--- src/rtl/alu_pkg.sv ---
// Shared definitions for the sequential ALU: op codes, FSM states and the
// multiply/divide mode select.
package alu_pkg;

  typedef enum logic [3:0] {
    OP_ADD = 4'd0,
    OP_SUB = 4'd1,
    OP_AND = 4'd2,
    OP_XOR = 4'd3,
    OP_SLL = 4'd4,
    OP_SRL = 4'd5,
    OP_SLE = 4'd6,
    OP_MUL = 4'd7,
    OP_OR  = 4'd8,
    OP_SRA = 4'd9,
    OP_SLT = 4'd10,
    OP_DIV = 4'd11
  } op_e;

  typedef enum logic [1:0] {
    IDLE,
    BUSY,
    DONE
  } state_e;

  typedef enum logic {
    MD_MUL = 1'b0,
    MD_DIV = 1'b1
  } md_mode_e;

  function automatic logic is_multicycle(input logic [3:0] op);
    return (op == OP_MUL) || (op == OP_DIV);
  endfunction

endpackage

--- src/rtl/muldiv_iter.sv ---
// Iterative unsigned shift-add multiplier / restoring divider, one bit per
// cycle. lo/hi present the result of the step being taken this cycle.
module muldiv_iter
  import alu_pkg::*;
#(
  parameter int DSIZE = 16
) (
  input  logic             clk,
  input  logic             rst,
  input  logic             start,
  input  logic             mode,
  input  logic [DSIZE-1:0] a,
  input  logic [DSIZE-1:0] b,
  output logic             done,
  output logic [DSIZE-1:0] lo,
  output logic [DSIZE-1:0] hi
);

  localparam int CW = $clog2(DSIZE);

  logic             r_busy;
  md_mode_e         r_mode;
  logic [CW-1:0]    r_cnt;
  logic [DSIZE-1:0] r_acc;
  logic [DSIZE-1:0] r_sr;
  logic [DSIZE-1:0] r_opb;

  logic [DSIZE:0]   w_sum;
  logic [DSIZE:0]   w_shl;
  logic [DSIZE:0]   w_dif;
  logic [DSIZE-1:0] w_acc_nx;
  logic [DSIZE-1:0] w_sr_nx;

  // A zero divisor never borrows, so the quotient fills with ones and the
  // remainder ends up holding the dividend without any special casing.
  always_comb begin
    w_sum = {1'b0, r_acc} + (r_sr[0] ? {1'b0, r_opb} : '0);
    w_shl = {r_acc, r_sr[DSIZE-1]};
    w_dif = w_shl - {1'b0, r_opb};
    if (r_mode == MD_MUL) begin
      w_acc_nx = w_sum[DSIZE:1];
      w_sr_nx  = {w_sum[0], r_sr[DSIZE-1:1]};
    end else if (!w_dif[DSIZE]) begin
      w_acc_nx = w_dif[DSIZE-1:0];
      w_sr_nx  = {r_sr[DSIZE-2:0], 1'b1};
    end else begin
      w_acc_nx = w_shl[DSIZE-1:0];
      w_sr_nx  = {r_sr[DSIZE-2:0], 1'b0};
    end
  end

  assign done = r_busy && (r_cnt == CW'(DSIZE - 1));
  assign lo   = w_sr_nx;
  assign hi   = w_acc_nx;

  always_ff @(posedge clk or posedge rst) begin
    if (rst) begin
      r_busy <= 1'b0;
      r_mode <= MD_MUL;
      r_cnt  <= '0;
      r_acc  <= '0;
      r_sr   <= '0;
      r_opb  <= '0;
    end else if (start) begin
      r_busy <= 1'b1;
      r_mode <= md_mode_e'(mode);
      r_cnt  <= '0;
      r_acc  <= '0;
      r_sr   <= a;
      r_opb  <= b;
    end else if (r_busy) begin
      r_acc <= w_acc_nx;
      r_sr  <= w_sr_nx;
      if (done) begin
        r_busy <= 1'b0;
        r_cnt  <= '0;
      end else begin
        r_cnt <= r_cnt + CW'(1);
      end
    end
  end

endmodule

--- src/rtl/alu_seq.sv ---
// Handshaked EX-stage ALU: registered single-cycle ops plus a fixed-latency
// iterative multiply/divide unit, with zero/overflow/divide-by-zero flags.
module alu_seq
  import alu_pkg::*;
#(
  parameter int DSIZE = 16
) (
  input  logic             clk,
  input  logic             rst,
  input  logic             in_valid,
  output logic             in_ready,
  input  logic [3:0]       op,
  input  logic [DSIZE-1:0] a,
  input  logic [DSIZE-1:0] b,
  output logic             out_valid,
  input  logic             out_ready,
  output logic [DSIZE-1:0] out,
  output logic [DSIZE-1:0] hi,
  output logic             zero,
  output logic             ovf,
  output logic             dz
);

  localparam int SHW = $clog2(DSIZE);
  localparam int MSB = DSIZE - 1;

  state_e           r_state;
  state_e           w_next;
  logic [DSIZE-1:0] r_out;
  logic [DSIZE-1:0] r_hi;
  logic             r_zero;
  logic             r_ovf;
  logic             r_dz;
  logic             r_dz_pend;

  op_e              w_op;
  logic             w_accept;
  logic             w_mc;
  logic             w_start;
  logic [SHW-1:0]   w_sh;
  logic [DSIZE-1:0] w_sum;
  logic [DSIZE-1:0] w_dif;
  logic [DSIZE-1:0] w_res;
  logic             w_ovf;
  logic             w_md_done;
  logic [DSIZE-1:0] w_md_lo;
  logic [DSIZE-1:0] w_md_hi;

  assign w_op = op_e'(op);
  assign w_sh = b[SHW-1:0];

  always_comb begin
    w_res = '0;
    w_ovf = 1'b0;
    w_sum = a + b;
    w_dif = a - b;
    case (w_op)
      OP_ADD: begin
        w_res = w_sum;
        w_ovf = (a[MSB] == b[MSB]) && (w_sum[MSB] != a[MSB]);
      end
      OP_SUB: begin
        w_res = w_dif;
        w_ovf = (a[MSB] != b[MSB]) && (w_dif[MSB] != a[MSB]);
      end
      OP_AND:  w_res = a & b;
      OP_OR:   w_res = a | b;
      OP_XOR:  w_res = a ^ b;
      OP_SLL:  w_res = a << w_sh;
      OP_SRL:  w_res = a >> w_sh;
      OP_SRA:  w_res = $signed(a) >>> w_sh;
      OP_SLE:  w_res = {{(DSIZE-1){1'b0}}, (a <= b)};
      OP_SLT:  w_res = {{(DSIZE-1){1'b0}}, ($signed(a) < $signed(b))};
      default: w_res = '0;
    endcase
  end

  always_comb begin
    in_ready = (r_state == IDLE) || ((r_state == DONE) && out_ready);
    w_accept = in_valid && in_ready;
    w_mc     = is_multicycle(op);
    w_start  = w_accept && w_mc;
    w_next   = r_state;
    case (r_state)
      IDLE: if (w_accept) w_next = w_mc ? BUSY : DONE;
      BUSY: if (w_md_done) w_next = DONE;
      DONE: begin
        if (w_accept)       w_next = w_mc ? BUSY : DONE;
        else if (out_ready) w_next = IDLE;
      end
      default: w_next = IDLE;
    endcase
  end

  muldiv_iter #(
    .DSIZE(DSIZE)
  ) u_muldiv (
    .clk  (clk),
    .rst  (rst),
    .start(w_start),
    .mode (w_op == OP_DIV),
    .a    (a),
    .b    (b),
    .done (w_md_done),
    .lo   (w_md_lo),
    .hi   (w_md_hi)
  );

  // Result registers only move on a 1-cycle accept or the final iteration,
  // so a stalled DONE result stays put while out_ready is low.
  always_ff @(posedge clk or posedge rst) begin
    if (rst) begin
      r_state   <= IDLE;
      r_out     <= '0;
      r_hi      <= '0;
      r_zero    <= 1'b0;
      r_ovf     <= 1'b0;
      r_dz      <= 1'b0;
      r_dz_pend <= 1'b0;
    end else begin
      r_state <= w_next;
      if (w_accept && !w_mc) begin
        r_out  <= w_res;
        r_hi   <= '0;
        r_zero <= (w_res == '0);
        r_ovf  <= w_ovf;
        r_dz   <= 1'b0;
      end else if (w_start) begin
        r_dz_pend <= (w_op == OP_DIV) && (b == '0);
      end else if ((r_state == BUSY) && w_md_done) begin
        r_out  <= w_md_lo;
        r_hi   <= w_md_hi;
        r_zero <= (w_md_lo == '0);
        r_ovf  <= 1'b0;
        r_dz   <= r_dz_pend;
      end
    end
  end

  assign out_valid = (r_state == DONE);
  assign out       = r_out;
  assign hi        = r_hi;
  assign zero      = r_zero;
  assign ovf       = r_ovf;
  assign dz        = r_dz;

endmodule

--- config.mk ---
export PLATFORM = sky130hd
export DESIGN_NAME = alu_seq
export DESIGN_NICKNAME = d
export VERILOG_FILES = /design/src/rtl/alu_pkg.sv /design/src/rtl/muldiv_iter.sv /design/src/rtl/alu_seq.sv
export SDC_FILE = /design/constraint.sdc
export NUM_CORES = 1
export LEC_CHECK = 0
export BUFFER_PORTS_ARGS = -buffer_cell sky130_fd_sc_hd__buf_2
export CORE_UTILIZATION = 40
export CTS_CLUSTER_SIZE = 30
export DETAILED_ROUTE_END_ITERATION = 10
export MAX_ROUTING_LAYER = met4
export PLACE_DENSITY = 0.66
export SYNTH_ARGS = -nofsm -noshare
export SYNTH_HDL_FRONTEND = slang
export SYNTH_SLANG_ARGS = --single-unit
export TNS_END_PERCENT = 5
--- constraint.sdc ---
create_clock -name clk -period 6.3 [get_ports clk]
set_input_delay 1.89 -clock clk [delete_from_list [all_inputs] [get_ports clk]]
set_output_delay 1.89 -clock clk [all_outputs]
set_load 0.01 [all_outputs]
Word level (Yosys, flattened, before mapping)
Index checks and enable logic that the tools add are counted.
{"block": "op_classes", "eq_ne": 22, "reduce_logical": 22, "n_lt_le_gt_ge": 2, "mux": 38, "add_sub_neg": 5, "bitwise": 4, "n_shift": 3}
{"cell": "16-bit two-way mux", "n": 14}
{"cell": "16-bit one-hot mux with 10 select lines", "n": 1}
{"cell": "16-bit logical NOT", "n": 3}
{"cell": "4-bit equality test, second input constant", "n": 5}
{"cell": "16-bit by 17-bit adder with 17-bit output", "n": 1}
{"cell": "17-bit by 16-bit subtractor with 17-bit output", "n": 1}
{"cell": "16-bit adder", "n": 1}
{"cell": "16-bit bitwise AND", "n": 1}
{"cell": "4-bit by 3-bit equality test with 1-bit output, second input constant", "n": 4}
{"cell": "16-bit <= comparator", "n": 1}
{"cell": "16-bit < comparator", "n": 1}
{"cell": "16-bit bitwise OR", "n": 1}
{"cell": "16-bit by 4-bit << shifter with 16-bit output", "n": 1}
{"cell": "16-bit by 4-bit >> shifter with 16-bit output", "n": 1}
{"cell": "16-bit by 4-bit >>> shifter with 16-bit output", "n": 1}
{"cell": "16-bit subtractor", "n": 1}
{"cell": "16-bit bitwise XOR", "n": 1}
{"cell": "1-bit two-way mux", "n": 13}
{"cell": "4-bit two-way mux", "n": 3}
{"cell": "2-bit two-way mux", "n": 5}
{"cell": "1-bit logical AND", "n": 9}
{"cell": "4-bit by 2-bit equality test with 1-bit output, second input constant", "n": 2}
{"cell": "2-bit != test, second input constant", "n": 3}
{"cell": "2-bit one-hot mux with 3 select lines", "n": 1}
{"cell": "other kinds (16)", "n": 21}
{"block": "word_totals", "elab_cells": 109, "register_bits": 92, "out_inout_bits": 37}

Depth between registers and ports, before layout
{"block": "depth", "word_depth": 7, "mapped_depth": 15, "ltp_nobuf": 13}

Hierarchy
From an unflattened synthesis, not the netlist that was laid out.
{"block": "unflattened", "hier_cells": 1317, "area_unflattened_um2": 10425.0}
{"mod": "alu_seq", "cells_each": 772, "area_each_um2": 5875.6, "seq_area_each_um2": 950.9, "n_inst": 1}
{"mod": "muldiv_iter", "cells_each": 545, "area_each_um2": 4549.4, "seq_area_each_um2": 1351.3, "n_inst": 1}

Worst setup path after synthesis
No wires, ideal clock.
{"block": "synth_timing", "path_type": "input to register", "startpoint": "in b[2]", "endpoint": "reg r_zero (netlist: zero)", "t_required_ns": 6.197, "t_arrival_ns": 5.310, "slack_ns": 0.887, "path_buffers": 4, "path_stages": 15, "path_cell_list": "buf_2 -> inv_1 -> buf_1 -> clkbuf_1 -> ha_1 -> clkbuf_1 -> or3b_1 -> and3_1 -> a221o_1 -> o21ai_0 -> nand4_1 -> or4_1 -> nor4_1 -> nand4_1 -> o41ai_2"}
{"block": "synth_via", "elab_chain_cells": 4}
{"item": "from (decl)", "line_no": "alu_seq.sv:14", "text": "input logic [DSIZE-1:0] b,"}
{"item": "16-bit subtractor (tied with other cells)", "line_no": "alu_seq.sv:56", "text": "w_dif = a - b;"}
{"item": "16-bit one-hot mux with 10 select lines *", "line_no": "alu_seq.sv:57", "text": "case (w_op)"}
{"item": "16-bit logical NOT *", "line_no": "alu_seq.sv:125", "text": "r_zero <= (w_res == '0);"}
{"item": "1-bit two-way mux *", "line_no": "alu_seq.sv:122", "text": "if (w_accept && !w_mc) begin"}
{"item": "to (signal assigned)", "line_no": "alu_seq.sv:125"}
{"item": "to (signal assigned)", "line_no": "alu_seq.sv:133", "text": "r_zero <= (w_md_lo == '0);"}
{"item": "to (decl)", "line_no": "alu_seq.sv:31", "text": "logic r_zero;"}
Mark *: on every way between the ends. The rest lies on a longest branch, timed or not.
A chain may end at the register's enable or synchronous reset.

Worst setup path after layout
{"block": "layout_timing", "startpoint": "in a[4]", "endpoint": "reg r_zero (netlist: zero)"}
{"block": "layout_via", "elab_chain_cells": 4}
{"item": "from (decl)", "line_no": "alu_seq.sv:13", "text": "input logic [DSIZE-1:0] a,"}
{"item": "16-bit subtractor (tied with other cells)", "line_no": "alu_seq.sv:56"}
{"item": "16-bit one-hot mux with 10 select lines *", "line_no": "alu_seq.sv:57"}
{"item": "16-bit logical NOT *", "line_no": "alu_seq.sv:125"}
{"item": "1-bit two-way mux *", "line_no": "alu_seq.sv:122"}
Marks and branches as above.

==> metrics.txt <==
outcome=finished clean; critical path's largest stage delay=between 500 and 600 ps; CP endpoint kind=flop; top cell type's share of synthesized area=0.232; CP Capture Point=zero$_DFFE_PP0P_; power per cell area=~380 mW/mm2; Req. time, crit path=about 6600 ps; DR WL/cell=23.0 um; HP Class=reg2reg; Mapped Area=0.00992 mm2; DIE WIDTH=159 um; combinational share of power=0.618; Top Family by Delay on Critical Path=compound AO/OA/AOI/OAI gates; Port Buf Inserts=76; DR vias=just under 10000; post-synthesis sequential area ratio=0.232; CP max stage cell=or4_1; utilization after layout=0.450; RSZ-0062 raised after global routing=no; Syn Inst Count=between 1000 and 1500; count of final hold-check violations=0; clock skew=17.4 ps; area leader, netlist=dfrtp_1; Int Power=approximately 2.2 mW; commonest register cell after synthesis=dfrtp_1; DRT Pass-1 Iters=5; CTS hold repair buffers=0; worst r2r path cells=14; fmax=just under 0.2 GHz; Starting Density=0.408; asr flop ratio synth=1.00; Crit. Startpoint=a[4]; Root Driver=clkbuf_16; final wirelength=around 36 mm; Worst R2R Start=u_muldiv.r_sr[15]$_DFFE_PP0P_; fin crit share=0.821; DRC violations left=0; Most common cell on crit path=a31oi_1; H-tree levels=3; clk sink count=between 90 and 100; Longest Clk Path Bufs=2; vias in the first global route=~9200; synth top area cells=dfrtp_1 (23%), ha_1 (11%), o21ai_0 (4.8%); EDFF count, synth=0; crit path DAT=5440 ps; largest net degree at the start of global routing=between 60 and 70; commonest cells after routing, fill and taps aside=nand2_1 (104), o21ai_0 (96), nor2_1 (92); P&R area growth vs syn=10.3%; GPL Wtd Cong=0.983; Yosys Warn Count=0; # setup viols final=0; number of max-cap violations=0; flop-to-flop setup slack=~2200 ps; post-DR vias/cell=~6.2; Slew headroom=0.308; Nets=1374; most common cell after layout, fill and taps aside=nand2_1; Syn Nets=around 1300; core box area=approximately 0.024 mm2; drt initial violations=between 800 and 900; Sum Neg Setup Slack=0 ps; Num CTS Buffers=9; worst slew pin tran=1020 ps; # rows=between 50 and 60; number of synthesized register bits=just over 90; postcts setup bufs=0; GRT overflow=0; sw power=~2 mW; Die H=159 um; Leak=5.00 nW; worst ir drop on vdd=between 0.00015 and 0.0002 V; post-route ant nets=0; clock share of power=0.143; CTS resizes=0; Setup crit start kind=input pin; CP Buf/Inv Count=2; share of post-route cells with drive strength above 1=0.138; Synth cell types=77; clk_lat worst skew=approximately 360 ps; first-pass GRT wire length=~55 mm; CP cell instances=buf_2, inv_1, ha_1, or4_1, a31oi_1, o311ai_0, a31oi_1, o211ai_1, a2111o_1, nor4_1, nand4_1, o41ai_2; die footprint=between 0.02 and 0.03 mm2; switch share=0.470; CP max FO=12; cell count along the critical path=12; Clock Pin Slew Worst Setup and Hold Paths=approximately 80 ps; CTS tree=built; # IOs=77; GRT Total Usage=0.289; reg2reg end=u_muldiv.r_acc[11]$_DFFE_PP0P_; Period minus WS final=about 5200 ps; Detailed Place HPWL=approximately 28 mm; diodes inserted=0; kind of critical path=in2reg; sequential group share of total power=0.239; Max Transition Viols Final=0; antenna violations before repair=0; syn_area_per_cell=8.16 um2
[worst register-to-register path: stages (launching register included)]
cell	delay [ps]
dfrtp_1	420
inv_1	70
ha_1	150
inv_1	50
fa_1	420
a211o_1	370
a2111oi_0	690
o211a_1	300
o31ai_1	120
xor2_2	340
buf_4	330
mux2i_1	130
a221oi_1	380
mux2i_1	130
nor2_1	100
[routing by layer]
layer	wire length, um	GRT usage	up-vias	share of wire
li1	-	-	4572	-
met1	15300	0.365	4766	0.42
met2	16900	0.461	415	0.47
met3	2140	0.0310	77	0.059
met4	1770	0.140	0	0.049
met5	0	-	-	0
[how the worst min path moves through the flow]
stage,slack [ps],startpoint,depth (start not counted),end
floorplan,470,r_dz_pend$_DFFE_PP0P_,2,dz$_DFFE_PP0P_
global placement,460,hi[8]$_DFFE_PP0P_,2,hi[8]$_DFFE_PP0P_
detailed placement,470,hi[8]$_DFFE_PP0P_,2,hi[8]$_DFFE_PP0P_
CTS,480,hi[8]$_DFFE_PP0P_,2,hi[8]$_DFFE_PP0P_
global route,500,hi[6]$_DFFE_PP0P_,2,hi[6]$_DFFE_PP0P_
finish,470,hi[5]$_DFFE_PP0P_,2,hi[5]$_DFFE_PP0P_
[cell usage after synthesis (14+ instances only)]
| cell | number |
|---|---|
| a211oi_1 | 18 |
| a21o_1 | 19 |
| a21oi_1 | 73 |
| a221o_1 | 14 |
| and2_1 | 21 |
| clkbuf_1 | 60 |
| dfrtp_1 | 92 |
| ha_1 | 85 |
| inv_1 | 75 |
| mux2_2 | 15 |
| mux2i_1 | 46 |
| nand2_1 | 104 |
| nand3_1 | 30 |
| nand4_1 | 15 |
| nor2_1 | 94 |
| nor2b_1 | 15 |
| nor3_1 | 18 |
| o211ai_1 | 31 |
| o21ai_0 | 96 |
| xnor2_1 | 24 |
[cell type report]
type,count,area [um2]
Sequential cell,92,2300
Timing Repair Buffer,102,576
Clock buffer,9,225
Multi-Input combinational cell,964,7040
Clock inverter,7,101
Tap cell,324,405
Fill cell,2425,13400
Inverter,76,288
[sequential cells by signal, summed over array words and instances (netlist names)]
signal and count:
dz 1, hi 16, out 16, ovf 1, r_dz_pend 1, r_state 2, u_muldiv.r_acc 16, u_muldiv.r_busy 1
u_muldiv.r_cnt 4, u_muldiv.r_mode 1, u_muldiv.r_opb 16, u_muldiv.r_sr 16, zero 1
[cell families after synthesis]
family,synth area share
multiplexers,0.108
AND/OR/NAND/NOR,0.179
adder cells (fa/ha/maj),0.115
buffers and inverters,0.0630
flip-flops,0.232
XOR/XNOR,0.0309
AO/OA/AOI/OAI,0.272
[per-stage QoR]
stage	hold WS [ps]	setup slack, ps	instances	instance area, um2	total power, mW
5_1_grt	497	839	1574	10900	4.47
4_1_cts	480	1130	1574	10900	4.12
2_1_floorplan	465	887	1215	9920	2.90
6_report	474	1130	1574	10900	4.14
3_5_place_dp	465	772	1558	10600	3.51
3_3_place_gp	457	720	1558	10600	3.48
[power groups by stage]
stage | combinational (mW) | sequential (mW) | clock [mW]
detailed placement | 2.52 | 0.988 | 0
global placement | 2.49 | 0.990 | 0
CTS | 2.54 | 0.983 | 0.599
finish | 2.56 | 0.988 | 0.593
global route | 2.84 | 1.01 | 0.620
floorplan | 1.97 | 0.925 | 0
Power figures use the tool's default switching activity.
